File: src/rtl/insmem_pkg.sv
// Shared types and helpers for the instruction memory fetch block.
package insmem_pkg;

    typedef enum logic {
        CLEAR = 1'b0,
        RUN   = 1'b1
    } state_t;

    localparam int FAULT_MISALIGN = 0;
    localparam int FAULT_RANGE    = 1;

    // Storage is byte-lane organised; words leave the RAM little-endian.
    function automatic logic [31:0] pack_le(input logic [7:0] b0, input logic [7:0] b1,
                                            input logic [7:0] b2, input logic [7:0] b3);
        return {b3, b2, b1, b0};
    endfunction

endpackage

File: src/rtl/insmem_ram.sv
// Word RAM with byte-strobed write port and registered read port.
// Latency: read data valid the cycle after rd_en; writes land at the same edge.
// Backpressure: none; rd_dat holds its value while rd_en is low.
module insmem_ram
    import insmem_pkg::*;
#(
    parameter int NUM_WORDS = 100,
    parameter int IDX_W     = 7
) (
    input  logic             clk,
    input  logic             rd_en,
    input  logic [IDX_W-1:0] rd_idx,
    output logic [31:0]      rd_dat,
    input  logic             wr_en,
    input  logic [IDX_W-1:0] wr_idx,
    input  logic [3:0]       wr_strb,
    input  logic [31:0]      wr_dat
);

    logic [7:0] mem [NUM_WORDS][4];

    // Read and write share one edge, so a same-word read sees the old contents.
    always_ff @(posedge clk) begin
        if (rd_en) begin
            rd_dat <= pack_le(mem[rd_idx][0], mem[rd_idx][1], mem[rd_idx][2], mem[rd_idx][3]);
        end
        if (wr_en) begin
            for (int i = 0; i < 4; i++) begin
                if (wr_strb[i[1:0]]) begin
                    mem[wr_idx][i[1:0]] <= wr_dat[8*i +: 8];
                end
            end
        end
    end

endmodule

File: src/rtl/insmem_fetch.sv
// Instruction memory with fetch handshake, run-time program load and post-reset clear.
// Latency: fetch response 1 cycle after acceptance; load visible to the next accepted fetch.
// Backpressure: response held and req_ready low while rsp_valid && !rsp_ready.
module insmem_fetch
    import insmem_pkg::*;
#(
    parameter int DEPTH_BYTES    = 400,
    parameter int ADDR_W         = 32,
    parameter bit CLEAR_ON_RESET = 1'b1
) (
    input  logic              clk,
    input  logic              rst,
    input  logic              req_valid,
    input  logic [ADDR_W-1:0] req_addr,
    output logic              req_ready,
    output logic              rsp_valid,
    output logic [31:0]       rsp_ins,
    output logic [1:0]        rsp_fault,
    input  logic              rsp_ready,
    input  logic              flush,
    input  logic              ld_en,
    input  logic [ADDR_W-1:0] ld_addr,
    input  logic [31:0]       ld_data,
    input  logic [3:0]        ld_strb,
    output logic              busy
);

    localparam int NUM_WORDS = DEPTH_BYTES / 4;
    localparam int IDX_W     = (NUM_WORDS > 1) ? $clog2(NUM_WORDS) : 1;

    // One extra bit so addresses near the top of the space cannot wrap into range.
    typedef logic [ADDR_W:0] ext_addr_t;
    localparam ext_addr_t LAST_BYTE = ext_addr_t'(DEPTH_BYTES - 4);
    localparam ext_addr_t WORD_MASK = ~ext_addr_t'(3);

    state_t           state;
    state_t           state_nxt;
    logic [IDX_W-1:0] clr_idx;
    logic             clr_last;

    logic [1:0]       req_fault;
    logic             accept;
    logic             ld_ok;
    logic [1:0]       fault_q;
    logic [31:0]      rd_dat;

    logic             wr_en;
    logic [IDX_W-1:0] wr_idx;
    logic [3:0]       wr_strb;
    logic [31:0]      wr_dat;

    assign clr_last = (clr_idx == IDX_W'(NUM_WORDS - 1));

    always_ff @(posedge clk) begin
        if (rst) begin
            state <= CLEAR_ON_RESET ? CLEAR : RUN;
        end else begin
            state <= state_nxt;
        end
    end

    always_comb begin
        state_nxt = state;
        if (state == CLEAR && clr_last) begin
            state_nxt = RUN;
        end
    end

    always_comb begin
        busy      = (state == CLEAR);
        req_ready = (state == RUN) && !flush && (!rsp_valid || rsp_ready);
        wr_en     = 1'b0;
        wr_idx    = clr_idx;
        wr_strb   = 4'hF;
        wr_dat    = 32'h0;
        if (state == CLEAR) begin
            wr_en = 1'b1;
        end else begin
            wr_en   = ld_en && ld_ok;
            wr_idx  = ld_addr[IDX_W+1:2];
            wr_strb = ld_strb;
            wr_dat  = ld_data;
        end
    end

    always_ff @(posedge clk) begin
        if (rst) begin
            clr_idx <= '0;
        end else if (state == CLEAR) begin
            clr_idx <= clr_idx + 1'b1;
        end
    end

    always_comb begin
        req_fault                 = 2'b00;
        req_fault[FAULT_MISALIGN] = (req_addr[1:0] != 2'b00);
        req_fault[FAULT_RANGE]    = ({1'b0, req_addr} > LAST_BYTE);
    end

    assign accept = req_valid && req_ready;
    assign ld_ok  = (({1'b0, ld_addr} & WORD_MASK) <= LAST_BYTE);

    always_ff @(posedge clk) begin
        if (rst) begin
            rsp_valid <= 1'b0;
            fault_q   <= 2'b00;
        end else if (flush) begin
            rsp_valid <= 1'b0;
        end else if (accept) begin
            rsp_valid <= 1'b1;
            fault_q   <= req_fault;
        end else if (rsp_ready) begin
            rsp_valid <= 1'b0;
        end
    end

    // Faulted fetches never touch storage; their data is forced to zero here.
    assign rsp_fault = rsp_valid ? fault_q : 2'b00;
    assign rsp_ins   = (rsp_valid && fault_q == 2'b00) ? rd_dat : 32'h0;

    insmem_ram #(
        .NUM_WORDS (NUM_WORDS),
        .IDX_W     (IDX_W)
    ) u_ram (
        .clk     (clk),
        .rd_en   (accept && (req_fault == 2'b00)),
        .rd_idx  (req_addr[IDX_W+1:2]),
        .rd_dat  (rd_dat),
        .wr_en   (wr_en),
        .wr_idx  (wr_idx),
        .wr_strb (wr_strb),
        .wr_dat  (wr_dat)
    );

endmodule

File: config.mk
export PLATFORM = sky130hd
export DESIGN_NAME = insmem_fetch
export DESIGN_NICKNAME = d
export VERILOG_FILES = /design/src/rtl/insmem_pkg.sv /design/src/rtl/insmem_ram.sv /design/src/rtl/insmem_fetch.sv
export SDC_FILE = /design/constraint.sdc
export NUM_CORES = 2
export LEC_CHECK = 0
export ABC_AREA = 1
export BUFFER_PORTS_ARGS = -buffer_cell sky130_fd_sc_hd__clkbuf_2
export CORE_UTILIZATION = 56
export DETAILED_ROUTE_END_ITERATION = 7
export PLACE_DENSITY = 0.72
export SLEW_MARGIN = 10
export SYNTH_ARGS = -nofsm -noshare
export SYNTH_HDL_FRONTEND = slang
export SYNTH_SLANG_ARGS = --single-unit
export TNS_END_PERCENT = 50
File: constraint.sdc
create_clock -name clk -period 5.2 [get_ports clk]
set_input_delay 0 -clock clk [delete_from_list [all_inputs] [get_ports clk]]
set_output_delay 0 -clock clk [all_outputs]
set_load 0.02 [all_outputs]
# Yosys cells after proc, flatten, opt, wreduce, memory -nomap -nowiden
# Memories as Yosys holds them, arrays and structs flattened. A register that Yosys moved wholly into a read port is not among the register bits.
# Index checks and enable logic that the tools add are counted.
[op_classes]
n_lt_le_gt_ge = 2
muxes = 20
n_addsub = 1
n_reduce_logical = 16
n_bitwise = 2
mul = 0
eq_ne = 1
n_div = 0
shift = 0
[op_table]
columns = ["op", "count"]
rows = [
  ["2-to-1 mux 32 bit", 2],
  ["greater-than comparator 32 x 9 -> 1 bit (second input constant)", 1],
  ["<= comparator 32 x 9 -> 1 bit (second input constant)", 1],
  ["2-to-1 mux 1 bit", 15],
  ["adder 7 x 1 -> 7 bit (second input constant)", 1],
  ["equality test 7 bit (second input constant)", 1],
  ["logical AND 1 bit", 7],
  ["2-to-1 mux 7 bit", 1],
  ["zero test 2 bit", 2],
  ["2-to-1 mux 4 bit", 1],
  ["nonzero test 2 bit", 2],
  ["zero test 1 bit", 2],
  ["2-to-1 mux 2 bit", 1],
  ["NOT 1 bit", 2],
  ["AND reduction 2 bit", 1],
  ["OR reduction 2 bit", 1],
  ["logical OR 1 bit", 1],
]
[totals]
reg_bits = 11
latchBits = 0
wordCells = 47
input_bits = 106
ramBits = 3200
mem_count = 1
romBits = 0
[mem_list]
columns = ["name", "words", "word_bits", "rd", "rd_clocked_by_memory_dff", "write_ports", "line_no", "source"]
rows = [
  ["u_ram.mem", 100, 32, 1, 1, 1, "insmem_ram.sv:20", "logic [7:0] mem [NUM_WORDS][4];"],
]

# Logic depth before layout (Yosys ltp)
[logic_depth]
word_depth = 5
depth_mapped = 18

# Hierarchy
# A second synthesis with hierarchy kept.
[hier_totals]
hier_cells = 11387
area_unflattened_um2 = 132625.9
[by_module_without_submodules]
columns = ["mod", "n_inst", "area_per_inst_um2", "cells_each"]
rows = [
  ["insmem_ram", 1, 131318.4, 11107],
  ["insmem_fetch", 1, 1307.5, 280],
]

# Worst setup path before layout
# OpenSTA, ideal clock, no wires.
[synth_path]
path_type = "register to register"
start = "register state"
end = "register u_ram.rd_dat[0] (read register of u_ram.mem) (enable)"
stages_incl_launch_ff = 8
arrival_ns = 3.004
n_path_buf = 2
slack_ns = 1.772
period_less_slack_ns = 3.428
t_required_ns = 4.775
path_cell_list = "dfxtp_1 > buf_2 > buf_2 > nand2_1 > nor2_1 > nand2_1 > nor4_1 > nor2b_1"
[synth_between]
elab_chain_cells = 4
[synth_lines]
columns = ["element", "line_no", "source"]
rows = [
  ["from (decl)", "insmem_fetch.sv:36", "state_t state;"],
  ["from (signal assigned)", "insmem_fetch.sv:56", "state <= CLEAR_ON_RESET ? CLEAR : RUN;"],
  ["from (signal assigned)", "insmem_fetch.sv:58", "state <= state_nxt;"],
  ["logical AND 1 bit (2 in a row)", "insmem_fetch.sv:71", "req_ready = (state == RUN) && !flush && (!rsp_valid || rsp_ready);"],
  ["net req_ready", "insmem_fetch.sv:15", "output logic req_ready,"],
  ["logical AND 1 bit", "insmem_fetch.sv:100", "assign accept = req_valid && req_ready;"],
  ["logical AND 1 bit", "insmem_fetch.sv:126", ".rd_en (accept && (req_fault == 2'b00)),"],
  ["net u_ram.rd_en", "insmem_ram.sv:11", "input logic rd_en,"],
  ["to (decl)", "insmem_ram.sv:13", "output logic [31:0] rd_dat,"],
]
# The timed path passes the listed nets, and every way through them passes these cells.
# A chain may end at the register's enable or synchronous reset.

# Worst setup path in the final report
[layout_path]
start = "register rsp_valid"
end = "register u_ram.rd_dat[26] (read register of u_ram.mem) (enable)"
[layout_between]
elab_chain_cells = 5
[layout_lines]
columns = ["element", "line_no", "source"]
rows = [
  ["from (decl)", "insmem_fetch.sv:16", "output logic rsp_valid,"],
  ["from (signal assigned)", "insmem_fetch.sv:105", "rsp_valid <= 1'b0;"],
  ["from (signal assigned)", "insmem_fetch.sv:108", "rsp_valid <= 1'b0;"],
  ["from (signal assigned)", "insmem_fetch.sv:110", "rsp_valid <= 1'b1;"],
  ["zero test 1 bit", "insmem_fetch.sv:71", ""],
  ["logical OR 1 bit", "insmem_fetch.sv:71", ""],
  ["logical AND 1 bit", "insmem_fetch.sv:71", ""],
  ["logical AND 1 bit", "insmem_fetch.sv:100", ""],
  ["logical AND 1 bit", "insmem_fetch.sv:126", ""],
  ["net u_ram.rd_en", "insmem_ram.sv:11", ""],
]
# The timed path passes the listed nets, and every way through them passes these cells.

==> metrics.yaml <==
timing:
  finalCritPeriodShare: 0.732
  hold_viol: 0
  fin_setup_tns_ns: 0
  holdWs_ns: 0.0363
  setup_viol: 0
  relSlewSlack: 0.153
  worstMarginPinSlew_ns: 1.27
  fin_crit_ns: 3.81
  slew_viol_final: 0
  rsz0062_at_grt: "false"
  clock.fmax_ghz: 0.263
  finClkSkew_ns: 0.0479
synth:
  synth_top_area_share: 0.707
  yosys.area.top_type: "edfxtp_1"
  synth.area.top_cells: "edfxtp_1 71%, nand2_1 9.7%, nor2_1 5.4%"
  syn-num-nets: 13010
  synthDistinctLibCells: 30
  netlist_instances: 12903
  synth_area_um2: 137000
  ys_seq_elements: 3243
  yosysSeqAreaShare: 0.708
  avgSynthCellArea_um2: 10.6
  ys_warn_count: 0
finish:
  layout_common_cells: "3,537 x nand2_1, 3,232 x edfxtp_1, 1,953 x nor2_1, 1,176 x inv_1, 1,077 x nand3_1"
  layout_commonest_cell: "nand2_1"
  final_cells: 16252
  drive_gt1_frac: 0.0620
  num-nets-final: 12920
  syn_to_final_growth_pct: 10.0
route:
  num_vias: 93241
  viasPerCell: 5.74
  drtIter0Drc: 12523
  ant_nets: 0
  wl_per_cell_um: 22.7
  routed_wl_um: 370000
  drc: 0
  first_pass_iters: 6
global_route:
  grt_pass1_wl_um: 550000
  antenna_found_initial: 4
  grt_max_degree: 262
  overflow: 0
  grt_usage: 0.295
  grt_pass1_vias: 89298
worst_setup_path:
  path_max_fanout: 32
  worstSetupStartpoint: "rsp_valid"
  crit_path_frequent_cell: "nand2_1"
  worst_setup_path_end_kind: "flip-flop"
  rr_startpoint: "rsp_valid"
  crit_path_top_delay_cell: "dlygate4sd3_1"
  reg2regPathDepth: 8
  r2r_end: "u_ram.rd_dat[26]"
  setup.worst_path.class: "reg -> reg"
  worstPathArrival_ns: 4.37
  crit_path_start_kind: "flip-flop"
  crit_end: "u_ram.rd_dat[26]"
  crit_chain: "nand2_1 -> nand2_1 -> nor2_1 -> nand2_1 -> nor4_1 -> dlygate4sd3_1 -> nor2b_2 -> buf_4"
  r2r_setup_slack_ns: 1.39
  required_ns: 5.77
  cpPeakStageDelay_ns: 0.61
placement:
  place_hpwl_um: 220000
  gp_congestion: 0.912
  dp_cells: 15643
  io_buffers: 140
clock_tree:
  clockRootBuffer: "clkbuf_16"
  cts.sinks: 3243
  htreeDepth: 5
  clock_latency_ns: 0.97
  ctsResizeCount: 0
  clkTransAtPathRegs_ns: 0.06
  numCtsBuffers: 331
  clockBufferDepth: 4
  cts_tree: "done"
pwr:
  switching_share: 0.215
  pwr-share-comb: 0.051
  clock_power_share: 0.423
  power_frac_seq: 0.526
  p_switching_mw: 11.6
  ir_drop_mv: 0.339
  intPower_mw: 42.4
  powerDensity_nw_per_um2: 358
  total_power_mw: 54.0
  power_leakage_nw: 60.6
die:
  die_h_um: 497
  ioPinCount: 143
  die_w_um: 497
  rows: 181
  initial_core_util: 0.564
  core_area_um2: 243000
  die-area_um2: 247000
worst_hold_path:
  hp-class: "in -> reg"
status:
  status: "finished, final reports clean"
job:
  drv_cap: 0
[state kept, by name, summed over array words and instances, names as in the netlist]
signal / count
u_ram.mem: 3200
u_ram.rd_dat: 32
clr_idx: 7
fault_q: 2
rsp_valid: 1
state: 1
[synth_stat cells, drive strengths merged]
library cell and number:
a211oi 1, a21oi 139, a31oi 4, and3 1, buf 461, clkbuf 270, clkinv 5, dfxtp 11
edfxtp 3232, ha 1, inv 1223, nand2 3537, nand3 1077, nand4 1, nor2 1964, nor2b 1
nor3 7, nor4 10, o211ai 111, o21ai 765, o22ai 32, or2 50
[kinds of logic after synthesis]
| logic type | Yosys count | synth area share |
|---|---|---|
| AND/OR/NAND/NOR | 6648 | 0.193 |
| adder cells (fa/ha/maj) | 1 | 0.0000911 |
| buffers and inverters | 1959 | 0.0580 |
| AO/OA/AOI/OAI | 1052 | 0.0407 |
| flip-flops | 3243 | 0.708 |
[worst max-delay path, delay by kind of cell (launching register included)]
family | cells | cell delay (ns)
buf+inv | 2 | 1.09
flops | 1 | 0.35
simple gates | 6 | 1.92
[how the worst min path moves through the flow]
stage	cells after the start	slack, ns	startpoint	to
detailed placement	2	0.19	flush	rsp_valid
floorplan	1	0.07	rst	fault_q[0]
global route	4	0.11	ld_data[31]	u_ram.mem[51][7]
finish	4	0.04	ld_data[31]	u_ram.mem[51][7]
global placement	2	0.19	flush	rsp_valid
CTS	4	0.02	ld_data[31]	u_ram.mem[51][7]
[metrics by stage]
step | setup slack [ns] | utilization | cell area (um2)
after floorplan | 1.77 | - | 137000
after global placement | 1.56 | 0.577 | 141000
after detailed placement | 1.52 | 0.577 | 141000
after CTS | 1.49 | 0.621 | 151000
after global routing | 1.33 | 0.621 | 151000
final | 1.39 | 0.621 | 151000
[layout make-up]
cell class              instances  area (um2)
inverters                    1228        4690
clock buffers                 428        8900
repair buffers                308        2750
multi-input cells            7701       32200
clock inverters               139        1290
flip-flops and latches       3243       97300
fillers                     18415       92400
diodes                          3        7.51
well taps                    3202        4010
[power groups by stage]
stage	Combinational (mW)	Sequential, mW	Clock [mW]
6_report	2.76	28.4	22.8
4_1_cts	2.72	28.4	23.0
5_1_grt	3.00	28.4	24.0
3_3_place_gp	2.65	29.0	0
3_5_place_dp	2.68	29.0	0
2_1_floorplan	1.82	29.0	0
[repair_timing]
action,CTS,global route
hold endpoints to repair,1174,0
hold buffers,39,0
setup buffers,0,0
[metal layers]
metal	track usage	vias up	share of wire
li1	-	42569	-
met1	0.410	44678	0.39
met2	0.459	5229	0.46
met3	0.0476	763	0.10
met4	0.137	2	0.049
met5	0	-	0.000035
Power figures use the tool's default switching activity.
